--- config.mk ---
export PLATFORM = sky130hd
export DESIGN_NAME = periph_timer
export DESIGN_NICKNAME = d
export VERILOG_FILES = /design/src/rtl/periph_pkg.sv /design/src/rtl/periph_timer_core.sv /design/src/rtl/periph_timer.sv
export SDC_FILE = /design/constraint.sdc
export NUM_CORES = 1
export LEC_CHECK = 0
export CAP_MARGIN = 10
export CELL_PAD_IN_SITES_DETAIL_PLACEMENT = 1
export CELL_PAD_IN_SITES_GLOBAL_PLACEMENT = 1
export CORE_MARGIN = 3
export CORE_UTILIZATION = 25
export DETAILED_ROUTE_END_ITERATION = 10
export HOLD_SLACK_MARGIN = 0.15
export PLACE_DENSITY_LB_ADDON = 0.3
export SLEW_MARGIN = 5
export SYNTH_ARGS = -nofsm -noshare
export SYNTH_HDL_FRONTEND = slang
export SYNTH_SLANG_ARGS = --single-unit
--- constraint.sdc ---
create_clock -name clk -period 5.4 [get_ports clk]
set_input_delay 0.54 -clock clk [delete_from_list [all_inputs] [get_ports clk]]
set_output_delay 0.54 -clock clk [all_outputs]
set_load 0.05 [all_outputs]
--- src/rtl/periph_pkg.sv ---
// Shared constants and types for the timer/LED/switch peripheral.
// Latency: n/a (definitions only).
// Backpressure: n/a; the bus is a single-cycle strobe interface.
//
// Contents: default peripheral base address, byte offsets of the register
// map within the 32-byte window, TCON bit indices, and the write-strobe
// bundle passed from the address decoder to the timer core.
package periph_pkg;

  localparam logic [31:0] DEF_BASE_ADDR = 32'h4000_0000;

  // Byte offsets within the window; addr[1:0] is never decoded.
  localparam logic [4:0] OFF_TH      = 5'h00;
  localparam logic [4:0] OFF_TL      = 5'h04;
  localparam logic [4:0] OFF_TCON    = 5'h08;
  localparam logic [4:0] OFF_LED     = 5'h0C;
  localparam logic [4:0] OFF_SW      = 5'h10;
  localparam logic [4:0] OFF_SYSTICK = 5'h14;

  localparam int TCON_W  = 3;
  localparam int TCON_EN = 0;
  localparam int TCON_IE = 1;
  localparam int TCON_ST = 2;

  // One-hot write strobes for the timer registers, already qualified
  // by MemWrite and the window decode.
  typedef struct packed {
    logic th;
    logic tl;
    logic tcon;
  } tmr_wr_t;

endpackage

--- src/rtl/periph_timer_core.sv ---
// Reloadable 32-bit timer: TH/TL/TCON registers, overflow reload, sticky status, IRQ.
// Latency: register writes visible the cycle after the strobe; IRQ is registered state.
// Backpressure: none; every write strobe is accepted in the cycle it is presented.
//
// Ports:
//   clk, reset      system clock, synchronous active-low reset
//   i_wr            decoded write strobes for TH / TL / TCON
//   i_wdata         store data
//   o_th, o_tl      current reload value and counter
//   o_tcon          {ST, IE, EN}
//   o_irq           IE & ST, straight from flops
module periph_timer_core
  import periph_pkg::*;
(
  input  logic              clk,
  input  logic              reset,
  input  tmr_wr_t           i_wr,
  input  logic [31:0]       i_wdata,
  output logic [31:0]       o_th,
  output logic [31:0]       o_tl,
  output logic [TCON_W-1:0] o_tcon,
  output logic              o_irq
);

  logic [31:0]       r_th;
  logic [31:0]       r_tl;
  logic [TCON_W-1:0] r_tcon;

  logic [TCON_W-1:0] w_tcon_wr;
  logic              w_ovf;

  // Control bits as they stand after this cycle's CPU write. Using the
  // post-write EN/IE means clearing EN suppresses a reload in the same
  // cycle, and a freshly enabled timer starts counting immediately.
  always_comb begin
    w_tcon_wr = r_tcon;
    if (i_wr.tcon) begin
      w_tcon_wr = i_wdata[TCON_W-1:0];
    end
  end

  assign w_ovf = w_tcon_wr[TCON_EN] && (r_tl == 32'hFFFF_FFFF);

  always_ff @(posedge clk) begin
    if (!reset) begin
      r_th   <= '0;
      r_tl   <= '0;
      r_tcon <= '0;
    end else begin
      if (i_wr.th) begin
        r_th <= i_wdata;
      end

      // CPU write beats reload/increment; a reload uses the TH value
      // from before any same-cycle TH write.
      if (i_wr.tl) begin
        r_tl <= i_wdata;
      end else if (w_ovf) begin
        r_tl <= r_th;
      end else if (w_tcon_wr[TCON_EN]) begin
        r_tl <= r_tl + 32'd1;
      end

      r_tcon[TCON_EN] <= w_tcon_wr[TCON_EN];
      r_tcon[TCON_IE] <= w_tcon_wr[TCON_IE];
      // Hardware set wins over a software clear so no overflow is lost.
      r_tcon[TCON_ST] <= w_tcon_wr[TCON_ST] | (w_ovf & w_tcon_wr[TCON_IE]);
    end
  end

  assign o_th   = r_th;
  assign o_tl   = r_tl;
  assign o_tcon = r_tcon;
  assign o_irq  = r_tcon[TCON_IE] & r_tcon[TCON_ST];

endmodule

--- src/rtl/periph_timer.sv ---
// Memory-mapped peripheral: timer, LED register, synchronized switches, optional SYSTICK.
// Latency: reads are combinational (zero cycles); writes land on the next clk edge.
// Backpressure: none; MemRead/MemWrite strobes are always accepted.
//
// Optional feature macro: PERIPH_SYSTICK_EN (free-running cycle counter at 0x14;
// when undefined, no counter flops exist and 0x14 reads zero).
//
// Ports:
//   clk, reset            system clock, synchronous active-low reset
//   addr                  byte address; window hit when addr[31:5]==BASE_ADDR[31:5]
//   MemRead, MemWrite     bus strobes
//   wdata / rdata         store data / read data (zero when not selected)
//   switch                asynchronous board switches
//   led                   LED register
//   IRQ                   timer interrupt request
module periph_timer
  import periph_pkg::*;
#(
  parameter logic [31:0] BASE_ADDR = DEF_BASE_ADDR,
  parameter int          LED_W     = 8,
  parameter int          SW_W      = 8
) (
  input  logic             clk,
  input  logic             reset,
  input  logic [31:0]      addr,
  input  logic             MemRead,
  input  logic             MemWrite,
  input  logic [31:0]      wdata,
  output logic [31:0]      rdata,
  input  logic [SW_W-1:0]  switch,
  output logic [LED_W-1:0] led,
  output logic             IRQ
);

  logic              w_hit;
  logic [4:0]        w_off;
  logic              w_wr;
  tmr_wr_t           w_tmr_wr;
  logic [31:0]       w_th;
  logic [31:0]       w_tl;
  logic [TCON_W-1:0] w_tcon;
  logic [31:0]       w_systick;
  logic              w_unused;

  logic [LED_W-1:0]  r_led;
  logic [SW_W-1:0]   r_sw_meta;
  logic [SW_W-1:0]   r_sw_sync;

  assign w_hit    = (addr[31:5] == BASE_ADDR[31:5]);
  assign w_off    = {addr[4:2], 2'b00};
  assign w_wr     = MemWrite & w_hit;
  // Byte lane bits are deliberately ignored by the decoder.
  assign w_unused = ^addr[1:0];

  always_comb begin
    w_tmr_wr      = '0;
    w_tmr_wr.th   = w_wr && (w_off == OFF_TH);
    w_tmr_wr.tl   = w_wr && (w_off == OFF_TL);
    w_tmr_wr.tcon = w_wr && (w_off == OFF_TCON);
  end

  periph_timer_core u_core (
    .clk     (clk),
    .reset   (reset),
    .i_wr    (w_tmr_wr),
    .i_wdata (wdata),
    .o_th    (w_th),
    .o_tl    (w_tl),
    .o_tcon  (w_tcon),
    .o_irq   (IRQ)
  );

  always_ff @(posedge clk) begin
    if (!reset) begin
      r_led <= '0;
    end else if (w_wr && (w_off == OFF_LED)) begin
      r_led <= wdata[LED_W-1:0];
    end
  end

  assign led = r_led;

  // Two-flop synchronizer; software sees a switch change two edges later.
  always_ff @(posedge clk) begin
    if (!reset) begin
      r_sw_meta <= '0;
      r_sw_sync <= '0;
    end else begin
      r_sw_meta <= switch;
      r_sw_sync <= r_sw_meta;
    end
  end

`ifdef PERIPH_SYSTICK_EN
  logic [31:0] r_systick;

  always_ff @(posedge clk) begin
    if (!reset) begin
      r_systick <= '0;
    end else begin
      r_systick <= r_systick + 32'd1;
    end
  end

  assign w_systick = r_systick;
`else
  assign w_systick = 32'h0;
`endif

  always_comb begin
    rdata = 32'h0;
    if (MemRead && w_hit) begin
      case (w_off)
        OFF_TH:      rdata = w_th;
        OFF_TL:      rdata = w_tl;
        OFF_TCON:    rdata = 32'(w_tcon);
        OFF_LED:     rdata = 32'(r_led);
        OFF_SW:      rdata = 32'(r_sw_sync);
        OFF_SYSTICK: rdata = w_systick;
        default:     rdata = 32'h0;
      endcase
    end
  end

endmodule

==> results of run 1 <==
## power groups by stage
stage	clock network [mW]	logic (mW)	registers, mW
after floorplan	0	0.0294	0.692
after global placement	0	0.109	0.693
after detailed placement	0	0.110	0.693
after CTS	0.655	0.111	0.677
after global routing	0.678	0.118	0.677
final	0.642	0.111	0.677
## per-stage QoR
stage | hold slack, ns | instances | instance area, µm² | setup slack, ns | util
floorplan | 0.412 | 650 | 4980 | 2.33 | -
global placement | 0.417 | 996 | 6380 | 1.44 | 0.333
detailed placement | 0.421 | 996 | 6380 | 1.35 | 0.333
CTS | 0.440 | 1012 | 6670 | 1.34 | 0.348
global route | 0.453 | 1012 | 6670 | 1.04 | 0.348
finish | 0.435 | 1012 | 6670 | 1.34 | 0.348
## flip-flops by register name (all words and copies together) (netlist names)
name and count:
r_sw_meta 8, u_core.o_tl 32, r_sw_sync 8, led 8, u_core.o_tcon 3, u_core.o_th 32
## per-layer routing
layer | track usage | wire length [µm] | vias to the layer above | share of wire
li1 | - | - | 2567 | -
met1 | 0.242 | 9140 | 2735 | 0.45
met2 | 0.323 | 9830 | 158 | 0.48
met3 | 0.0327 | 1010 | 34 | 0.049
met4 | 0.0694 | 466 | 0 | 0.023
met5 | 0 | 0 | - | 0
## path summary, 6_finish.rpt
| kind | cells after the start | slack [ns] | to |
|---|---|---|---|
| hold / removal | 1 | 0.43 | r_sw_sync[4] |
| hold reg to reg | 1 | 0.43 | r_sw_sync[4] |
| setup / recovery | 8 | 1.34 | rdata[24] |
| setup reg to reg | 6 | 2.24 | u_core.o_tl[15] |
## worst register-to-register path, cell delays in order (launching register included)
cell     delay [ns]
dfxtp_1        0.49
nand4_1        0.19
nor3_1         0.92
and3_1         0.90
o22ai_1        0.21
a32oi_1        0.24
o21ai_0        0.10
## cell usage after synthesis (3+ instances only)
cell type,n,share of area
nand2_1,111,0.084
dfxtp_1,91,0.37
nor2_1,63,0.047
a21oi_1,55,0.055
a22oi_1,37,0.056
o21ai_0,36,0.036
clkbuf_1,33,0.025
and2_1,22,0.028
nand3_1,20,0.020
nand4_1,15,0.019
mux2i_1,14,0.028
and3_1,13,0.016
nor3_1,13,0.013
nor4_1,11,0.014
o2bb2ai_1,9,0.016
buf_2,8,0.0080
o211ai_1,8,0.012
inv_1,7,0.0053
a31oi_1,6,0.0075
xnor2_1,6,0.011
a21o_1,5,0.0075
a221oi_1,5,0.0088
nor3b_1,5,0.0075
and4_1,4,0.0070
a211oi_1,3,0.0045
a22o_1,3,0.0053
mux2_2,3,0.0068
## final cells by class
class | count | area [µm²] | share of cell area
inverter | 7 | 26.3 | 0.00394
clock buffer | 13 | 270 | 0.0405
tap | 260 | 325 | 0.0488
timing repair buffer | 128 | 1210 | 0.181
multi-input combinational | 510 | 3000 | 0.450
clock inverter | 3 | 21.3 | 0.00319
sequential | 91 | 1820 | 0.273
## kinds of logic after synthesis
logic type / share of synthesized area
AOI/OAI and AO/OA: 0.259
adders and majority gates: 0.00251
and+or+nand+nor: 0.284
xor gates and xnor gates: 0.0141
DFF: 0.366
buffers and inverters: 0.0392
muxes: 0.0349
==> impl_results.md, run 1 <==
- CP Data Arrival Time: around 3.5 ns
- Initial Util: 0.260
- Cts hold-fix bufs: 0
- Gr ovfl total: 0
- Net Sw Frac: 0.241
- Vias per cell: 5.43
- PwrDens: between 200 and 250 nW/µm²
- Die height: 147 µm
- Reg power frac: 0.474
- Int Power: 1.09 mW
- Post-synthesis register bit count: 91
- CTS root buf: clkbuf_16
- Delay-heaviest family, CP: simple AND/OR/NAND/NOR gates
- # clock sinks: 91
- R2R Path Start: u_core.o_tl[15]
- CP Max Fanout: 16
- Min Tclk post-route: 4.06 ns
- Fin nets: 824
- Most frequent cells in the layout: nand2_1 (111), clkdlybuf4s50_1 (98), dfxtp_1 (91), nor2_1 (63), a21oi_1 (54)
- Vias: 5,494
- Design Power: around 1.4 mW
- Slowest CP cell: clkdlybuf4s50_1
- Routed Wire Length: 20,500 µm
- Drt drc: 0
- Setup violations, final: 0
- Seq/Total Area, Yosys: 0.366
- CP Launch Point: addr[10]
- Post-cts sizing count: 0
- CP cell instances: clkdlybuf4s50_1 -> nor4_1 -> nand4_1 -> nor2_1 -> nand4_1 -> buf_4 -> nor2_1 -> clkdlybuf4s50_1
- Iter 0 DRT Violations: 405
- Largest net degree at the start of global routing: 32
- HP Class: flip-flop to flip-flop
- CTS tree: built
- Share of layout cells above drive strength 1: 0.0904
- Syn_area_per_cell: around 7.7 µm²
- Die W: 147 µm
- Routed Antenna Nets: 0
- Htree depth: 3
- First-pass GRT wire length: 32,800 µm
- Synth warn: 0
- Post-synth EDFFs: 0
- Die area: 21,600 µm²
- WP data required: 4.86 ns
- Clock Latency Late Sink: 0.36 ns
- Initial antenna violation count: 0
- Vias in the first global route: 5,914
- Crit Path Class: input port to primary output
- Commonest non-fill, non-tap cell in the layout: nand2_1
- Distinct cells, synth: 61
- Max-cap violation count: 0
- Top Ports: between 100 and 150
- Num CTS Buffers: 9
- Final Hold Vio Count: 0
- Area grow syn2layout: 33.9%
- Avg WL per Cell: 20.2 µm
- Diodes inserted: 0
- Fill cell count: between 2,000 and 2,500
- Comb pwr share: 0.078
- Clock power frac: 0.449
- Total track usage: 0.190
- Post-synth ARST share: 0
- Post-CTS Setup Bufs: 0
- Outcome: complete, no violations
- Slew of the pin with the lowest slew margin: roughly 1.2 ns
- CTS max path bufs: 2
- Hold Crit Start: r_sw_meta[4]
- Max frequency: 247 MHz
- Clk_skew: a little over 0.007 ns
- GP Congestion: 0.861
- Startpoint types: input port
- Mapped Nets: ~730
- Max-slew headroom: 0.203
- Mapped Area: around 5000 µm²
- Synth Instances: 650
- Max rail drop VDD: 0.000159 V
- Row cnt: 50
- Core ar.: 19,100 µm²
- Max incr delay on CP: 0.82 ns
- Clk pin slew, worst setup/hold paths: 0.06 ns
- Leak: 2.19 nW
- Period utilization: 0.751
- NetSw: between 0.3 and 0.4 mW
- Total negative slack: 0 ns
- CP bufs+invs: 3
- Unrepaired setup endpoints after global routing: false
- Main synth FF type: dfxtp_1
- # port buffers: roughly 110
- Worst setup EP type: primary output
- Final Max Slew Viols: 0
- First drt pass iteration count: 5
- Placed wire-length estimate: around 14,000 µm
Power figures use the tool's default switching activity.
==> run 2, diff against run 1 <==
==> constraint.sdc (replaced) <==
create_clock -name clk -period 3.9 [get_ports clk]
set_input_delay 0.39 -clock clk [delete_from_list [all_inputs] [get_ports clk]]
set_output_delay 0.39 -clock clk [all_outputs]
set_load 0.05 [all_outputs]
==> impl_results.md, run 2 (synthesized netlist as in run 1, its figures left out) <==
- Outcome: complete, no violations
- WP data required: ~3.5 ns
- Clk_skew: 0.00721 ns
- Grt peak-use layer: met2
- Design Area, Final: 7130 µm²
- Min Tclk post-route: around 3.0 ns
- Clk pin slew, worst setup/hold paths: about 0.060 ns
- Worst setup EP type: primary output
- Setup violations, final: 0
- Cells after DPL: around 1,000
- Hold Path Depth: 1
- Vias: 5,519
- Max incr delay on CP: 0.43 ns
- Vias in the first global route: ~6,000
- Die area: approximately 22,000 µm²
- Row cnt: 50
- Net Sw Frac: 0.227
- Non-Filler Instances: roughly 1,000
- Diodes inserted: 0
- Area grow syn2layout: 43.1%
- Cell Area, Placed: a little under 7000 µm²
- First-pass GRT wire length: 32,600 µm
- Top Ports: 117
- PwrDens: 281 nW/µm²
- Final Max Slew Viols: 0
- Period utilization: 0.772
- CP Max Fanout: 16
- Core ar.: approximately 19,000 µm²
- FF+latch area: 1820 µm²
- Leak: 2.37 nW
- Post-CTS Setup Bufs: 0
- CTS max path bufs: 2
- Multi-input gate area: 2980 µm²
- Commonest non-fill, non-tap cell in the layout: nand2_1
- Met1 usage: 0.241
- Reg power frac: 0.469
- Post-cts sizing count: 0
- First drt pass iteration count: 5
- Clock Latency Late Sink: between 0.3 and 0.4 ns
- Total track usage: 0.187
- Share of layout cells above drive strength 1: 0.124
- Max-slew headroom: 0.509
- Initial antenna violation count: 0
- Avg WL per Cell: 19.7 µm
- Total negative slack: 0 ns
- Most frequent cells in the layout: nand2_1 (111), dfxtp_1 (91), clkdlybuf4s50_1 (82), nor2_1 (63), a21oi_1 (55)
- Int Power: 1.55 mW
- Largest net degree at the start of global routing: 49
- Die height: roughly 150 µm
- Crit Path Class: input port to primary output
- Final Hold Vio Count: 0
- CTS root buf: clkbuf_16
- Met3 Track Usage GR: 0.0327
- Startpoint types: input port
- Fin nets: approximately 840
- Clock power frac: 0.454
- CP cell instances: clkdlybuf4s50_1 -> nor4_1 -> nand2_1 -> nor2_1 -> nand4_1 -> buf_4 -> a21oi_1 -> buf_12
- Die W: 147 µm
- R2R cell count: 7
- Design Power: 2.00 mW
- Drt drc: 0
- Routed Wire Length: 20,300 µm
- Max rail drop VDD: 0.000215 V
- Max frequency: 332 MHz
- Iter 0 DRT Violations: 317
- HP Class: flip-flop to flip-flop
- CTS tree: built
- Gr ovfl total: 0
- GP Congestion: 0.878
- CP Data Arrival Time: approximately 2.6 ns
- NetSw: 0.454 mW
- Num CTS Buffers: 9
- Initial Util: 0.260
- Comb pwr share: 0.077
- Placed wire-length estimate: 14,500 µm
- Routed Antenna Nets: 0
- Routing usage on met2: 0.322
- Cts hold-fix bufs: 0
- Max-cap violation count: 0
- Htree depth: 3
- # clock sinks: 91
- Vias per cell: 5.38
- Fill cell count: 2,311
- # port buffers: 114
- Unrepaired setup endpoints after global routing: false
- Slew of the pin with the lowest slew margin: 0.735 ns
- Slowest CP cell: clkdlybuf4s50_1
==> run 2: worst max-delay path, delay by kind of cell <==
kind,cells,cell delay (ns)
simple gates,4,1.08
buf+inv,3,0.86
compound gates,1,0.27
==> run 2: metrics by stage <==
step / utilization / worst slack [ns] / hold slack, ns
5_1_grt: 0.372 / 0.613 / 0.449
4_1_cts: 0.372 / 0.843 / 0.441
6_report: 0.372 / 0.890 / 0.438
3_5_place_dp: 0.357 / 0.683 / 0.426
3_3_place_gp: 0.357 / 0.683 / 0.423
2_1_floorplan: - / 1.13 / 0.412
==> run 2: area by class of cell <==
class                      instances  area share
tap                              260      0.0456
clock inverter                     2     0.00492
multi-input combinational        510       0.418
clock buffer                      13      0.0365
timing repair buffer             143       0.236
sequential                        91       0.256
inverter                           7     0.00369
==> run 2: metal layers <==
layer  part of all wire  up-vias
met1               0.45     2762
met3              0.047       18
li1                   -     2597
met5                  0        -
met4              0.012        0
met2               0.49      142
==> run 2: power groups by stage <==
stage / Clock [mW] / Combinational (mW) / Sequential [mW]
floorplan: 0 / 0.0407 / 0.959
global placement: 0 / 0.151 / 0.959
CTS: 0.925 / 0.154 / 0.938
global route: 0.964 / 0.164 / 0.938
finish: 0.910 / 0.154 / 0.938
detailed placement: 0 / 0.153 / 0.960
==> run 2: final timing paths <==
kind	from	end	slack [ns]
max	addr[13]	rdata[0]	0.89
min	r_sw_meta[0]	r_sw_sync[0]	0.44
max reg2reg	u_core.o_tl[1]	u_core.o_tl[16]	0.93
min reg2reg	r_sw_meta[0]	r_sw_sync[0]	0.44
